$ cat src/rtl/strum_vga_pkg.sv
// Shared constants and FSM encoding for the falling-note sprite logic.
//   SCREEN_W/SCREEN_H : visible area; a note retires once its y reaches SCREEN_H
//   SPRITE_SIZE       : square sprite edge in pixels
//   NUM_LANES         : lanes a note can spawn in
//   NUM_SLOTS         : concurrent note sprites
//   LANE_X0/LANE_SPACING : x of lane 0 and x pitch between lanes
//   FIFO_DEPTH        : spawn queue entries (power of 2)
package strum_vga_pkg;

    localparam int SCREEN_W     = 640;
    localparam int SCREEN_H     = 480;
    localparam int SPRITE_SIZE  = 51;
    localparam int NUM_LANES    = 4;
    localparam int NUM_SLOTS    = 4;
    localparam int LANE_X0      = 0;
    localparam int LANE_SPACING = 80;
    localparam int FIFO_DEPTH   = 8;

    localparam int SLOT_IW      = $clog2(NUM_SLOTS);
    localparam int LANE_W       = $clog2(NUM_LANES);

    typedef enum logic [1:0] {
        IDLE   = 2'd0,
        UPDATE = 2'd1,
        SPAWN  = 2'd2
    } sched_state_e;

endpackage

$ cat src/rtl/spawn_fifo.sv
// Synchronous FIFO holding pending note-spawn lanes.
//   clk, reset : system clock, async active-high reset
//   push_i/din_i : write strobe and data (ignored when full)
//   pop_i/dout_o : read strobe (ignored when empty) and head-of-queue data
//   full_o/empty_o : derived from the registered occupancy count
module spawn_fifo
    import strum_vga_pkg::*;
#(
    parameter int DEPTH = FIFO_DEPTH,
    parameter int DW    = LANE_W
) (
    input  logic          clk,
    input  logic          reset,
    input  logic          push_i,
    input  logic [DW-1:0] din_i,
    input  logic          pop_i,
    output logic [DW-1:0] dout_o,
    output logic          full_o,
    output logic          empty_o
);

    localparam int AW = $clog2(DEPTH);
    localparam int CW = AW + 1;

    logic [DW-1:0] mem_q [DEPTH];
    logic [AW-1:0] wr_ptr_q;
    logic [AW-1:0] rd_ptr_q;
    logic [CW-1:0] count_q;
    logic          push_ok;
    logic          pop_ok;

    // Full comes from the registered count only, so a push at full is
    // refused even when a pop happens in the same cycle.
    assign full_o  = (count_q == CW'(DEPTH));
    assign empty_o = (count_q == '0);
    assign push_ok = push_i && !full_o;
    assign pop_ok  = pop_i && !empty_o;
    assign dout_o  = mem_q[rd_ptr_q];

    always_ff @(posedge clk or posedge reset) begin
        if (reset) begin
            wr_ptr_q <= '0;
            rd_ptr_q <= '0;
            count_q  <= '0;
            for (int i = 0; i < DEPTH; i++) begin
                mem_q[i] <= '0;
            end
        end else begin
            if (push_ok) begin
                mem_q[wr_ptr_q] <= din_i;
                wr_ptr_q        <= wr_ptr_q + AW'(1);
            end
            if (pop_ok) begin
                rd_ptr_q <= rd_ptr_q + AW'(1);
            end
            case ({push_ok, pop_ok})
                2'b10:   count_q <= count_q + CW'(1);
                2'b01:   count_q <= count_q - CW'(1);
                default: count_q <= count_q;
            endcase
        end
    end

endmodule

$ cat src/rtl/note_sprite_scheduler.sv
// Falling-note sprite scheduler for the VGA overlay stage.
// Queues spawn requests, runs one advance/retire/spawn pass per frame edge,
// and answers per-pixel hit queries with the overlay RAM address.
//   clk, reset        : system clock, async active-high reset
//   frame_tick        : screen-end level; its rising edge starts a frame pass
//   speed             : pixels per frame, latched at the accepted frame edge
//   spawn_valid/lane  : spawn request in, spawn_ready = queue not full
//   pix_x/pix_y       : pixel being drawn
//   hit_valid/hit_addr: registered hit result for the previous clk's pixel
//   miss_pulse        : one cycle per note retired at the bottom
//   active_mask       : per-slot active flags
//   busy              : frame pass in progress
//
// state  | meaning
// IDLE   | waiting for a frame_tick rising edge
// UPDATE | advancing/retiring slot idx_q, one slot per cycle
// SPAWN  | popping one queued lane into the lowest free slot, if possible
module note_sprite_scheduler
    import strum_vga_pkg::*;
(
    input  logic                 clk,
    input  logic                 reset,
    input  logic                 frame_tick,
    input  logic [2:0]           speed,
    input  logic                 spawn_valid,
    input  logic [1:0]           spawn_lane,
    output logic                 spawn_ready,
    input  logic [9:0]           pix_x,
    input  logic [8:0]           pix_y,
    output logic                 hit_valid,
    output logic [11:0]          hit_addr,
    output logic                 miss_pulse,
    output logic [NUM_SLOTS-1:0] active_mask,
    output logic                 busy
);

    sched_state_e         state_q, state_d;
    logic                 frame_prev_q;
    logic [SLOT_IW-1:0]   idx_q, idx_d;
    logic [2:0]           speed_q, speed_d;
    logic [NUM_SLOTS-1:0] active_q, active_d;
    logic [9:0]           x_q [NUM_SLOTS];
    logic [9:0]           x_d [NUM_SLOTS];
    logic [8:0]           y_q [NUM_SLOTS];
    logic [8:0]           y_d [NUM_SLOTS];
    logic                 hit_valid_q, hit_valid_d;
    logic [11:0]          hit_addr_q, hit_addr_d;

    logic                 frame_edge;
    logic                 miss_d;
    logic [10:0]          y_sum;
    logic                 free_found;
    logic [SLOT_IW-1:0]   free_idx;

    logic                 fifo_push;
    logic                 fifo_pop;
    logic [1:0]           fifo_dout;
    logic                 fifo_full;
    logic                 fifo_empty;

    assign frame_edge  = frame_tick && !frame_prev_q;
    assign spawn_ready = !fifo_full;
    assign fifo_push   = spawn_valid && spawn_ready;
    assign busy        = (state_q != IDLE);
    assign active_mask = active_q;
    assign miss_pulse  = miss_d;
    assign hit_valid   = hit_valid_q;
    assign hit_addr    = hit_addr_q;

    spawn_fifo #(
        .DEPTH (FIFO_DEPTH),
        .DW    (2)
    ) u_spawn_fifo (
        .clk     (clk),
        .reset   (reset),
        .push_i  (fifo_push),
        .din_i   (spawn_lane),
        .pop_i   (fifo_pop),
        .dout_o  (fifo_dout),
        .full_o  (fifo_full),
        .empty_o (fifo_empty)
    );

    always_ff @(posedge clk or posedge reset) begin
        if (reset) begin
            state_q      <= IDLE;
            frame_prev_q <= 1'b0;
            idx_q        <= '0;
            speed_q      <= '0;
            active_q     <= '0;
            for (int s = 0; s < NUM_SLOTS; s++) begin
                x_q[s] <= '0;
                y_q[s] <= '0;
            end
            hit_valid_q  <= 1'b0;
            hit_addr_q   <= '0;
        end else begin
            state_q      <= state_d;
            frame_prev_q <= frame_tick;
            idx_q        <= idx_d;
            speed_q      <= speed_d;
            active_q     <= active_d;
            x_q          <= x_d;
            y_q          <= y_d;
            hit_valid_q  <= hit_valid_d;
            hit_addr_q   <= hit_addr_d;
        end
    end

    always_comb begin
        state_d    = state_q;
        idx_d      = idx_q;
        speed_d    = speed_q;
        active_d   = active_q;
        x_d        = x_q;
        y_d        = y_q;
        miss_d     = 1'b0;
        fifo_pop   = 1'b0;
        y_sum      = '0;
        free_found = 1'b0;
        free_idx   = '0;

        // Descending scan so the lowest free index is the one left standing.
        for (int s = NUM_SLOTS - 1; s >= 0; s--) begin
            if (!active_q[s]) begin
                free_found = 1'b1;
                free_idx   = SLOT_IW'(s);
            end
        end

        case (state_q)
            IDLE: begin
                if (frame_edge) begin
                    state_d = UPDATE;
                    idx_d   = '0;
                    speed_d = speed;
                end
            end
            UPDATE: begin
                // 11-bit sum so y near the bottom plus speed cannot wrap.
                y_sum = 11'(y_q[idx_q]) + 11'(speed_q);
                if (active_q[idx_q]) begin
                    if (y_sum >= 11'(SCREEN_H)) begin
                        active_d[idx_q] = 1'b0;
                        miss_d          = 1'b1;
                    end else begin
                        y_d[idx_q] = y_sum[8:0];
                    end
                end
                if (idx_q == SLOT_IW'(NUM_SLOTS - 1)) begin
                    state_d = SPAWN;
                end else begin
                    idx_d = idx_q + SLOT_IW'(1);
                end
            end
            SPAWN: begin
                if (!fifo_empty && free_found) begin
                    fifo_pop           = 1'b1;
                    active_d[free_idx] = 1'b1;
                    x_d[free_idx]      = 10'(LANE_X0 + int'(fifo_dout) * LANE_SPACING);
                    y_d[free_idx]      = '0;
                end
                state_d = IDLE;
            end
            default: state_d = IDLE;
        endcase
    end

    // Hit test against live slot state; updates only run in vertical blank.
    always_comb begin
        hit_valid_d = 1'b0;
        hit_addr_d  = '0;
        for (int s = NUM_SLOTS - 1; s >= 0; s--) begin
            if (active_q[s]
                && ({1'b0, pix_x} >= {1'b0, x_q[s]})
                && ({1'b0, pix_x} <  ({1'b0, x_q[s]} + 11'(SPRITE_SIZE)))
                && ({1'b0, pix_y} >= {1'b0, y_q[s]})
                && ({1'b0, pix_y} <  ({1'b0, y_q[s]} + 10'(SPRITE_SIZE)))) begin
                hit_valid_d = 1'b1;
                hit_addr_d  = 12'(pix_x - x_q[s])
                            + 12'(pix_y - y_q[s]) * 12'(SPRITE_SIZE);
            end
        end
    end

endmodule
$ cat config.mk
export PLATFORM = sky130hd
export DESIGN_NAME = note_sprite_scheduler
export DESIGN_NICKNAME = d
export VERILOG_FILES = /design/src/rtl/strum_vga_pkg.sv /design/src/rtl/spawn_fifo.sv /design/src/rtl/note_sprite_scheduler.sv
export SDC_FILE = /design/constraint.sdc
export NUM_CORES = 1
export LEC_CHECK = 0
export CORE_UTILIZATION = 60
export DETAILED_ROUTE_END_ITERATION = 12
export DONT_BUFFER_PORTS = 1
export PLACE_DENSITY = 0.79
export SYNTH_ARGS = -nofsm -noshare
export SYNTH_HDL_FRONTEND = slang
export SYNTH_SLANG_ARGS = --single-unit
$ cat constraint.sdc
create_clock -name clk -period 4.6 [get_ports clk]
set_input_delay 0.92 -clock clk [delete_from_list [all_inputs] [get_ports clk]]
set_output_delay 0.92 -clock clk [all_outputs]
set_load 0.05 [all_outputs]
==> qor_table.md, run 1 <==
| Metric | Value | Unit |
|---|---|---|
| Total routing usage reported by global routing | 32.3 | % |
| Number of design-rule violations left by the first detailed-router iteration | 764 | - |
| Number of nets in the finished design | 2183 | - |
| H-Tree Level Count | 3 | - |
| Top cell family by delay on the critical path | adder cells | - |
| Period minus WS final | 5.44 | ns |
| Post-synthesis instance area | 14000 | um^2 |
| Clock tree from TritonCTS | done | - |
| Height of the die | 155 | um |
| DIE WIDTH | 155 | um |
| Largest family of logic cells by synthesized area | adder cells | - |
| Pin count of the biggest net entering global routing | 73 | - |
| Max-cap viol count | 0 | - |
| Minimum setup slack in the final design | -0.840 | ns |
| Post-route fraction of the period consumed by the critical path | 118 | % |
| Cell seen most often among critical-path stages | sky130_fd_sc_hd__xnor2_1 | - |
| Synth area leader | sky130_fd_sc_hd__ha_1 | - |
| Commonest cells post-synth | 311 x sky130_fd_sc_hd__inv_1, 265 x sky130_fd_sc_hd__ha_1, 99 x sky130_fd_sc_hd__nand2_1, 95 x sky130_fd_sc_hd__dfrtp_1, 94 x sky130_fd_sc_hd__xnor2_1 | - |
| Core Rows | 55 | - |
| Worst min-delay path class | reg -> reg | - |
| Count of endpoints failing hold in the final timing report | 0 | - |
| Clk_lat worst skew | 0.37 | ns |
| TritonCTS buffer count | 9 | - |
| Count of nets left with antenna violations after detail routing | 0 | - |
| Measured slew at the worst slew-check pin | 1.06 | ns |
| Fraction of the yosys area taken by sequential cells | 16.9 | % |
| XOR/XNOR Fraction of Synth Area | 8.53 | % |
| Total placed instance area | 16300 | um^2 |
| Crit path launch type | primary input | - |
| Nets in the synthesized netlist | 1953 | - |
| Initial cell density of the core | 61.7 | % |
| Ys flop type | sky130_fd_sc_hd__dfrtp_1 | - |
| Violations in the final reports | setup timing | - |
| Per-instance average area after synthesis | 8.94 | um^2 |
| Worst path required time | 4.85 | ns |
| Root Buffer | sky130_fd_sc_hd__clkbuf_16 | - |
| Routed via count | 12.4k | - |
| Synth top area share | 23.6 | % |
| Compound-gate portion of the synthesized area | 14.6 | % |
| Area growth from synthesis to final layout | 22.9 | % |
| Adder-cell share of the synthesized area | 36.1 | % |
| Detailed-routing iteration count for the pre-antenna-repair pass | 5 | - |
| EDFF count, synth | 0 | - |
| CTS sink count | 95 | - |
| Max Root-Sink Buffers | 2 | - |
| Finished Core Util | 75.8 | % |
| Post-DP HPWL | 30500 | um |
| Area of the die | 24000 | um^2 |
| Number of global-route vias before repair | 12.5k | - |
| Final Max Tran Viols | 0 | - |
| Maximum fanout along the worst path | 4 | - |
| Result of the run | complete, but fails checks | - |
| Total routed wirelength | 39500 | um |
| Initial antenna violation count | 0 | - |
| Fraction of synthesized area in multiplexers | 4.24 | % |
| Diode insertion count for antenna repair | 0 | - |
| Final Wtd Congestion | 0.952 | - |
| Unrepaired setup endpoints after global routing | yes | - |
| Drc violations | 0 | - |
| Register bit total from synthesis | 95 | - |
| Post-CTS clock slew at the launch and capture registers of the worst setup and hold paths | 0.08 | ns |
| Top cells by area, synth | sky130_fd_sc_hd__ha_1 24%, sky130_fd_sc_hd__dfrtp_1 17%, sky130_fd_sc_hd__fa_1 13% | - |
| Critical path buffers and inverters | 6 | - |
| Finish-stage setup viols | 7 | - |
| Cells after synthesis | 1572 | - |
| Count of buffers inserted at the top-level ports | 0 | - |
| Global-route wire length before repair | 60900 | um |
| Most common cell in the synthesized netlist | sky130_fd_sc_hd__inv_1 | - |
| Routed via count divided by cell count | 5.84 | - |
| Cell variety after synth | 75 | - |
| Share of flip-flops with an asynchronous set or reset after synthesis | 100 | % |
| Kind of end point of the critical path | register | - |
| Number of ports placed on the die boundary | 48 | - |
| Relative slew slack | 29.2 | % |
| Count of warnings emitted by yosys | 0 | - |
| Routed length per placed instance | 18.6 | um |
| Gr ovfl total | 0 | - |
| Area share of and/or/nand/nor cells after synthesis | 10.5 | % |
| Final design area excluding fillers | 17300 | um^2 |
| Post-placement setup slack | -1.20 | ns |
| Critical path's slowest cell | sky130_fd_sc_hd__fa_1 | - |
| Critical setup path kind | in -> reg | - |
| Timing-limited maximum frequency | 184 | MHz |
| Max stage delay on crit path | 0.56 | ns |
| Post-route clock skew | 0.0146 | ns |
| Ordered list of cells on the worst path | clkinvlp_4 -> buf_6 -> ha_4 -> inv_2 -> fa_2 -> a211oi_2 -> o21bai_1 -> a211oi_2 -> a21oi_2 -> buf_4 -> ha_4 -> fa_1 -> inv_1 -> fa_1 -> inv_1 -> fa_1 -> xnor2_1 -> xnor2_1 -> xnor2_1 -> xnor2_1 -> xnor2_1 -> xor2_1 -> a211oi_2 | - |
| Layout cells sized above 1 | 24.2 | % |
| Core Box Area | 22800 | um^2 |
| Arrival time of data at the critical path endpoint | 5.69 | ns |
## cells in the final DEF, fill, tap and decap left out, types with 12 or more instances in the layout
master | synthesis | routed
sky130_fd_sc_hd__o21a_1 | 23 | 23
sky130_fd_sc_hd__o21ai_1 | 24 | 32
sky130_fd_sc_hd__mux2_2 | 24 | 23
sky130_fd_sc_hd__inv_2 | 1 | 23
sky130_fd_sc_hd__a21o_1 | 27 | 27
sky130_fd_sc_hd__nand2_1 | 99 | 98
sky130_fd_sc_hd__a21oi_1 | 50 | 33
sky130_fd_sc_hd__o21ai_0 | 77 | 64
sky130_fd_sc_hd__dfrtp_1 | 95 | 95
sky130_fd_sc_hd__fa_1 | 88 | 80
sky130_fd_sc_hd__nand3_1 | 22 | 22
sky130_fd_sc_hd__mux4_2 | 14 | 14
sky130_fd_sc_hd__o21bai_1 | 13 | 12
sky130_fd_sc_hd__a22o_1 | 12 | 12
sky130_fd_sc_hd__nor2b_1 | 16 | 13
sky130_fd_sc_hd__buf_4 | 1 | 231
sky130_fd_sc_hd__xnor2_1 | 94 | 82
sky130_fd_sc_hd__xnor2_2 | 0 | 12
sky130_fd_sc_hd__nor3_1 | 26 | 25
sky130_fd_sc_hd__ha_4 | 0 | 27
sky130_fd_sc_hd__xor2_1 | 35 | 31
sky130_fd_sc_hd__nor2_1 | 82 | 79
sky130_fd_sc_hd__inv_1 | 311 | 286
sky130_fd_sc_hd__a21oi_2 | 3 | 17
sky130_fd_sc_hd__ha_1 | 265 | 234
## timing repair
item                                    in CTS  in global routing
hold buffers                                 0                  0
gates cloned                                 0                  0
pin swaps                                   18                 61
hold endpoints to repair                     0                  0
setup buffers                                8                  7
resized for setup                           28                 81
endpoints found under the setup margin       7                  8
## per-layer routing
metal  share of wire, %  vias up  track usage [%]
li1                   -     5753                -
met1                 40     6065             38.6
met2                 50      430             57.9
met3                4.4      134             3.34
met4                4.9        0             16.0
met5                  0        -                0
## layout make-up
class,count,area (um^2)
inverter,313,1180
clock buffer,10,239
multi-input combinational,1143,11200
clock inverter,6,62.6
timing repair buffer,240,1850
sequential,95,2380
fill,1470,5520
tap,313,392
## sequential cells by signal, summed over array words and instances (netlist names)
name / cells
x_q: 8
u_spawn_fifo.mem_q: 16
y_q: 36
hit_valid: 1
idx_q: 2
hit_addr: 12
active_mask: 4
u_spawn_fifo.rd_ptr_q: 3
u_spawn_fifo.wr_ptr_q: 3
u_spawn_fifo.count_q: 4
speed_q: 3
frame_prev_q: 1
state_q: 2
## worst paths after layout
path / from / endpoint / slack, ns / cells after the start
worst min register to register: u_spawn_fifo.mem_q[8] / u_spawn_fifo.mem_q[8] / 0.51 / 1
worst max register to register: y_q[12] / hit_addr[11] / -0.62 / 20
max in group asynchronous: reset / x_q[26] / 3.04 / 2
min in group asynchronous: reset / x_q[37] / 0.62 / 1
worst min-delay path: u_spawn_fifo.mem_q[8] / u_spawn_fifo.mem_q[8] / 0.51 / 1
worst max-delay path: pix_y[0] / hit_addr[11] / -0.84 / 23
## logic make-up after synthesis
family	Yosys count
XOR/XNOR	132
flip-flops	95
AND/OR/NAND/NOR	312
adder cells (fa/ha/maj)	353
AO/OA/AOI/OAI	307
buffers and inverters	334
multiplexers	39
## per-stage QoR
stage	setup TNS (ns)	cells	hold slack, ns
final	-3.37	2120	0.510
after global routing	-4.45	2120	0.523
after CTS	-3.44	2113	0.514
after detailed placement	-7.09	2089	0.492
after global placement	-6.62	2089	0.484
after floorplan	-3.52	1572	0.474
## worst register-to-register path, cell delays in order (launching register included)
cell	delay (ns)
sky130_fd_sc_hd__dfrtp_1	0.38
sky130_fd_sc_hd__inv_1	0.12
sky130_fd_sc_hd__ha_1	0.29
sky130_fd_sc_hd__a21o_1	0.21
sky130_fd_sc_hd__a211oi_4	0.35
sky130_fd_sc_hd__xor2_1	0.31
sky130_fd_sc_hd__inv_1	0.10
sky130_fd_sc_hd__buf_4	0.17
sky130_fd_sc_hd__ha_4	0.23
sky130_fd_sc_hd__fa_1	0.56
sky130_fd_sc_hd__inv_1	0.08
sky130_fd_sc_hd__fa_1	0.53
sky130_fd_sc_hd__inv_1	0.05
sky130_fd_sc_hd__fa_1	0.43
sky130_fd_sc_hd__xnor2_1	0.21
sky130_fd_sc_hd__xnor2_1	0.17
sky130_fd_sc_hd__xnor2_1	0.16
sky130_fd_sc_hd__xnor2_1	0.16
sky130_fd_sc_hd__xnor2_1	0.15
sky130_fd_sc_hd__xor2_1	0.31
sky130_fd_sc_hd__a211oi_2	0.13
Power of run 1 is left out: the tool's default activity adds up to more than one toggle a clock period on the data nets, which glitch-free logic cannot reach.
==> inputs of run 2 (changes only) <==
--- a/config.mk
+++ b/config.mk
@@ -5,10 +5,10 @@
 export SDC_FILE = /design/constraint.sdc
 export NUM_CORES = 1
 export LEC_CHECK = 0
-export CORE_UTILIZATION = 60
+export CORE_UTILIZATION = 32
 export DETAILED_ROUTE_END_ITERATION = 12
 export DONT_BUFFER_PORTS = 1
-export PLACE_DENSITY = 0.79
+export PLACE_DENSITY = 0.47
 export SYNTH_ARGS = -nofsm -noshare
 export SYNTH_HDL_FRONTEND = slang
 export SYNTH_SLANG_ARGS = --single-unit
==> run 2 against run 1 <==
The run still ends with setup timing left. Final area grew 6.4%. Worst setup slack improved by 0.19 ns. Highest routed layer unchanged. Die area rose by 86%.
==> qor_table.md, run 2 (same netlist as run 1, synthesis figures left out) <==
| Metric | Value | Unit | vs previous |
|---|---|---|---|
| Final Wtd Congestion | 0.848 | - | -11% |
| Initial cell density of the core | 32.5 | % | -29 points |
| Unrepaired setup endpoints after global routing | yes | - |  |
| Critical setup path kind | in -> reg | - |  |
| Measured slew at the worst slew-check pin | 0.936 | ns | -0.126 ns |
| Number of nets in the finished design | 2224 | - | +1.9% |
| Number of design-rule violations left by the first detailed-router iteration | 548 | - | -28% |
| Finish-stage setup viols | 6 | - | -1 |
| Dpl cells | 2395 | - | +15% |
| Maximum fanout along the worst path | 4 | - | unchanged |
| CTS sink count | 95 | - | unchanged |
| # fillers | 4336 | - | +190% |
| Post-route clock skew | 0.00891 | ns | -0.00568 ns |
| Core Box Area | 43200 | um^2 | +90% |
| Routed length per placed instance | 16.4 | um | -12% |
| H-Tree Level Count | 3 | - | unchanged |
| Pin count of the biggest net entering global routing | 72 | - | -1.4% |
| Most frequent cells in the layout | 283 x sky130_fd_sc_hd__inv_1, 268 x sky130_fd_sc_hd__buf_4, 218 x sky130_fd_sc_hd__ha_1 | - |  |
| DIE WIDTH | 212 | um | +36% |
| Worst min-delay path class | reg -> reg | - |  |
| Worst path required time | 4.86 | ns | about the same |
| Minimum setup slack in the final design | -0.652 | ns | +0.188 ns |
| Detailed-routing iteration count for the pre-antenna-repair pass | 5 | - | unchanged |
| Global-route wire length before repair | 62900 | um | +3.3% |
| Gr ovfl total | 0 | - | unchanged |
| Timing-limited maximum frequency | 190 | MHz | +3.6% |
| Crit path launch type | primary input | - |  |
| Result of the run | complete, but fails checks | - |  |
| Post-DP HPWL | 33300 | um | +9.4% |
| Number of ports placed on the die boundary | 48 | - | unchanged |
| Post-route fraction of the period consumed by the critical path | 114 | % | -4.1 points |
| Count of nets left with antenna violations after detail routing | 0 | - | unchanged |
| Kind of end point of the critical path | register | - |  |
| Root Buffer | sky130_fd_sc_hd__clkbuf_16 | - |  |
| Post-CTS clock slew at the launch and capture registers of the worst setup and hold paths | 0.07 | ns | about the same |
| Most frequent standard cell in the layout excluding fill and tap cells | sky130_fd_sc_hd__inv_1 | - |  |
| Clk_lat worst skew | 0.38 | ns | about the same |
| Core Rows | 76 | - | +38% |
| TritonCTS buffer count | 9 | - | unchanged |
| Count of endpoints failing hold in the final timing report | 0 | - | unchanged |
| Number of global-route vias before repair | 11.7k | - | -7.1% |
| Routed via count | 11.5k | - | -7.2% |
| Area growth from synthesis to final layout | 30.8 | % |  |
| Register containing the most flip-flops in the final layout | y_q | - |  |
| Initial antenna violation count | 0 | - | unchanged |
| Period minus WS final | 5.25 | ns | -0.188 ns |
| Number of standard cells in the layout, taps in and fillers out | 2433 | - | +15% |
| Height of the die | 212 | um | +36% |
| Total routing usage reported by global routing | 18.3 | % | -14 points |
| Routed via count divided by cell count | 4.72 | - | -19% |
| Layout cells sized above 1 | 28.8 | % | +4.6 points |
| Drc violations | 0 | - | unchanged |
| Relative slew slack | 37.6 | % | +8.5 points |
| Total routed wirelength | 39900 | um | +0.99% |
| Max Root-Sink Buffers | 2 | - | unchanged |
| Count of buffers inserted at the top-level ports | 0 | - | unchanged |
| Max-cap viol count | 0 | - | unchanged |
| Final Max Tran Viols | 0 | - | unchanged |
| Area of the die | 44700 | um^2 | +86% |
| Arrival time of data at the critical path endpoint | 5.51 | ns | -0.18 ns |
| Number of flip-flops under the largest register name | 36 | - | unchanged |
| Clock tree from TritonCTS | done | - |  |
| Violations in the final reports | setup timing | - |  |
[run 2: cell type report]
type | instances | area (um^2) | share of cell area, %
Multi-Input combinational cell | 1143 | 11600 | 63.3
Sequential cell | 95 | 2380 | 12.9
Timing Repair Buffer | 281 | 2170 | 11.8
Inverter | 313 | 1190 | 6.46
Tap cell | 585 | 732 | 3.98
Clock buffer | 11 | 243 | 1.32
Clock inverter | 4 | 30.0 | 0.163
Antenna cell | 1 | 2.50 | 0.0136
[run 2: timing repair]
item,CTS,global route
pin swaps,81,105
buffers inserted,10,16
hold buffers,0,0
resized for setup,68,115
endpoints found under the setup margin,8,8
[run 2: worst max-delay path, cell delays in order]
cell and delay [ns]:
sky130_fd_sc_hd__clkinvlp_4 0.11, sky130_fd_sc_hd__buf_12 0.13, sky130_fd_sc_hd__ha_4 0.13, sky130_fd_sc_hd__inv_4 0.03
sky130_fd_sc_hd__fa_2 0.35, sky130_fd_sc_hd__a211o_1 0.29, sky130_fd_sc_hd__a211o_2 0.34, sky130_fd_sc_hd__a21oi_4 0.26
sky130_fd_sc_hd__ha_4 0.25, sky130_fd_sc_hd__fa_1 0.47, sky130_fd_sc_hd__inv_1 0.05, sky130_fd_sc_hd__fa_1 0.47
sky130_fd_sc_hd__inv_1 0.05, sky130_fd_sc_hd__fa_1 0.58, sky130_fd_sc_hd__ha_4 0.23, sky130_fd_sc_hd__a21oi_2 0.14
sky130_fd_sc_hd__o21ai_2 0.07, sky130_fd_sc_hd__xor3_1 0.35, sky130_fd_sc_hd__o22ai_2 0.21, sky130_fd_sc_hd__a211oi_1 0.06
[run 2: path summary, 6_finish.rpt]
kind                                         from  slack, ns                      to  depth (start not counted)
max                                      pix_y[0]      -0.65            hit_addr[11]                         20
min                        u_spawn_fifo.mem_q[15]       0.50  u_spawn_fifo.mem_q[15]                          1
max reg2reg                               y_q[13]      -0.39             hit_addr[9]                         23
min reg2reg                u_spawn_fifo.mem_q[15]       0.50  u_spawn_fifo.mem_q[15]                          1
max in group asynchronous                   reset       3.05                 x_q[16]                          2
min in group asynchronous                   reset       0.61  u_spawn_fifo.mem_q[13]                          1
[run 2: per-layer routing]
| metal | track usage (%) | up-vias | share of wire (%) | wire (um) |
|---|---|---|---|---|
| met5 | 0 | - | 0 | 0 |
| met4 | 4.05 | 0 | 1.4 | 556 |
| met3 | 2.24 | 40 | 2.2 | 859 |
| met2 | 31.3 | 125 | 48 | 19000 |
| li1 | - | 5829 | - | - |
| met1 | 24.6 | 5493 | 49 | 19500 |
[run 2: through the flow]
| stage | TNS, ns | hold slack, ns | setup WS, ns | utilization (%) | area [um^2] |
|---|---|---|---|---|---|
| after CTS | -3.41 | 0.510 | -0.657 | 40.8 | 17600 |
| after floorplan | -3.52 | 0.474 | -0.846 | - | 14300 |
| after global routing | -3.66 | 0.522 | -0.850 | 42.6 | 18400 |
| final | -2.43 | 0.505 | -0.652 | 42.6 | 18400 |
| after detailed placement | -8.14 | 0.494 | -1.28 | 39.1 | 16900 |
| after global placement | -7.94 | 0.483 | -1.25 | 39.1 | 16900 |
Power of run 2 is left out for the same reason.
==> inputs of run 3 (changes only) <==
--- a/config.mk
+++ b/config.mk
@@ -6,6 +6,7 @@
 export NUM_CORES = 1
 export LEC_CHECK = 0
 export CORE_UTILIZATION = 32
+export CTS_BUF_LIST = sky130_fd_sc_hd__clkbuf_16
 export DETAILED_ROUTE_END_ITERATION = 12
 export DONT_BUFFER_PORTS = 1
 export PLACE_DENSITY = 0.47
==> run 3 against run 2 <==
The run still ends with setup timing left. Maximum frequency about the same. Wire length decreased by 0.14%. Die area is the same. Cell count did not move. Clock skew grew 0.00091 ns. Final area is essentially flat. First-iteration DRC count rose by 3.6%. Critical path depth is the same. Sequential cell count unchanged. Global-route usage barely moved. Worst setup slack better by 0.00064 ns.
==> qor_table.md, run 3 (same netlist as run 1, synthesis figures left out) <==
| Metric | Value | Unit | vs previous |
|---|---|---|---|
| TritonCTS buffer count | 9 | - | unchanged |
| Routed via count | 11.5k | - | +0.26% |
| Max-cap viol count | 0 | - | unchanged |
| Number of global-route vias before repair | 11.6k | - | -0.094% |
| Period minus WS final | 5.25 | ns | -0.000639 ns |
| Number of nets in the finished design | 2224 | - | unchanged |
| Number of design-rule violations left by the first detailed-router iteration | 568 | - | +3.6% |
| Clock tree from TritonCTS | done | - |  |
| Root Buffer | sky130_fd_sc_hd__clkbuf_16 | - |  |
| Ordered list of cells on the worst path | clkinvlp_4 -> buf_12 -> ha_4 -> inv_4 -> fa_2 -> a211o_1 -> a211o_2 -> a21oi_4 -> ha_4 -> fa_1 -> inv_1 -> fa_1 -> inv_1 -> fa_1 -> ha_4 -> a21oi_2 -> o21ai_2 -> xor3_1 -> o22ai_2 -> a211oi_1 | - |  |
| Global-route wire length before repair | 62900 | um | about the same |
| Most frequent cells in the layout | 284 x sky130_fd_sc_hd__inv_1, 268 x sky130_fd_sc_hd__buf_4, 218 x sky130_fd_sc_hd__ha_1 | - |  |
| Total routing usage reported by global routing | 18.3 | % | about the same |
| Number of ports placed on the die boundary | 48 | - | unchanged |
| Routed length per placed instance | 16.4 | um | -0.14% |
| Measured slew at the worst slew-check pin | 0.944 | ns | +0.00833 ns |
| Maximum fanout along the worst path | 4 | - | unchanged |
| Count of buffers inserted at the top-level ports | 0 | - | unchanged |
| Height of the die | 212 | um | unchanged |
| Post-CTS clock slew at the launch and capture registers of the worst setup and hold paths | 0.07 | ns | about the same |
| Detailed-routing iteration count for the pre-antenna-repair pass | 5 | - | unchanged |
| Final Max Tran Viols | 0 | - | unchanged |
| Drc violations | 0 | - | unchanged |
| Pin count of the biggest net entering global routing | 72 | - | unchanged |
| # fillers | 4340 | - | +0.092% |
| Timing-limited maximum frequency | 190 | MHz | about the same |
| DIE WIDTH | 212 | um | unchanged |
| Layout cells sized above 1 | 28.7 | % | -0.054 points |
| Worst hold slack | 0.505 | ns | +0.000115 ns |
| Gr ovfl total | 0 | - | unchanged |
| Clk_lat worst skew | 0.38 | ns | about the same |
| Finish-stage setup viols | 6 | - | unchanged |
| Relative slew slack | 37.1 | % | -0.56 points |
| Register containing the most flip-flops in the final layout | y_q | - |  |
| Cts-stage hold buffer count | 0 | - | unchanged |
| Initial cell density of the core | 32.5 | % | unchanged |
| Result of the run | complete, but fails checks | - |  |
| Number of standard cells in the layout, taps in and fillers out | 2433 | - | unchanged |
| Critical path buffers and inverters | 5 | - | unchanged |
| Dpl cells | 2395 | - | unchanged |
| Area of the die | 44700 | um^2 | unchanged |
| Core Rows | 76 | - | unchanged |
| Top cell family by delay on the critical path | adder cells | - |  |
| Max stage delay on crit path | 0.58 | ns | about the same |
| Routed via count divided by cell count | 4.73 | - | +0.26% |
| Critical setup path kind | in -> reg | - |  |
| H-Tree Level Count | 3 | - | unchanged |
| Final design area excluding fillers | 18400 | um^2 | about the same |
| Worst min-delay path class | reg -> reg | - |  |
| Post-route fraction of the period consumed by the critical path | 114 | % | about the same |
| Most frequent standard cell in the layout excluding fill and tap cells | sky130_fd_sc_hd__inv_1 | - |  |
| Violations in the final reports | setup timing | - |  |
| Count of nets left with antenna violations after detail routing | 0 | - | unchanged |
| Crit path launch type | primary input | - |  |
| Kind of end point of the critical path | register | - |  |
| Count of endpoints failing hold in the final timing report | 0 | - | unchanged |
| Final Wtd Congestion | 0.848 | - | unchanged |
| Total routed wirelength | 39800 | um | -0.14% |
| Unrepaired setup endpoints after global routing | yes | - |  |
| Post-DP HPWL | 33300 | um | unchanged |
| Number of flip-flops under the largest register name | 36 | - | unchanged |
| Worst path required time | 4.86 | ns | about the same |
| Post-route clock skew | 0.00982 | ns | +0.000905 ns |
| Area growth from synthesis to final layout | 30.7 | % | about the same |
| Max Root-Sink Buffers | 2 | - | unchanged |
| Core Box Area | 43200 | um^2 | unchanged |
| Arrival time of data at the critical path endpoint | 5.51 | ns | about the same |
| Initial antenna violation count | 0 | - | unchanged |
| CTS sink count | 95 | - | unchanged |
| Critical path's slowest cell | sky130_fd_sc_hd__fa_1 | - |  |
| Total placed instance area | 16900 | um^2 | unchanged |
| Minimum setup slack in the final design | -0.652 | ns | +0.000639 ns |
[run 3: cell count changes in the layout (fill, tap and decap cells not counted), sizes merged]
cell,delta
clkbuf,-2
inv,+1
clkinv,+1
[run 3: timing repair]
action                                  4_1_cts  5_1_grt
setup buffers                                10       16
gates resized for setup                      68      115
endpoints found under the setup margin        8        8
gates cloned                                  0        0
endpoints found under the hold margin         0        0
pin swaps                                    81      105
[run 3: worst paths after layout]
kind	cells after the start	slack, ns	from	to
max	20	-0.65	pix_y[0]	hit_addr[11]
min	1	0.50	u_spawn_fifo.mem_q[15]	u_spawn_fifo.mem_q[15]
max reg2reg	23	-0.39	y_q[13]	hit_addr[9]
min reg2reg	1	0.50	u_spawn_fifo.mem_q[15]	u_spawn_fifo.mem_q[15]
max in group asynchronous	2	3.04	reset	x_q[16]
min in group asynchronous	1	0.61	reset	u_spawn_fifo.mem_q[13]
[run 3: layout make-up]
type                       count  area [um^2]  area share, %
antenna                        1         2.50         0.0136
clock buffer                   9          225           1.23
tap                          585          732           3.99
clock inverter                 6         37.5          0.204
inverter                     313         1190           6.46
sequential                    95         2380           12.9
multi-input combinational   1143        11600           63.4
timing repair buffer         281         2170           11.8
[run 3: routing by layer]
layer | global-route usage [%] | up-vias | routed length [um]
li1 | - | 5828 | -
met1 | 24.6 | 5499 | 19300
met2 | 31.3 | 138 | 19000
met3 | 2.24 | 52 | 904
met4 | 4.05 | 0 | 614
met5 | 0 | - | 0
[run 3: metrics by stage]
stage | utilization, % | TNS, ns | worst slack [ns]
5_1_grt | 42.5 | -3.66 | -0.850
2_1_floorplan | - | -3.52 | -0.846
6_report | 42.5 | -2.43 | -0.652
4_1_cts | 40.8 | -3.41 | -0.657
3_3_place_gp | 39.1 | -7.94 | -1.25
3_5_place_dp | 39.1 | -8.14 | -1.28
Power of run 3 is left out for the same reason.
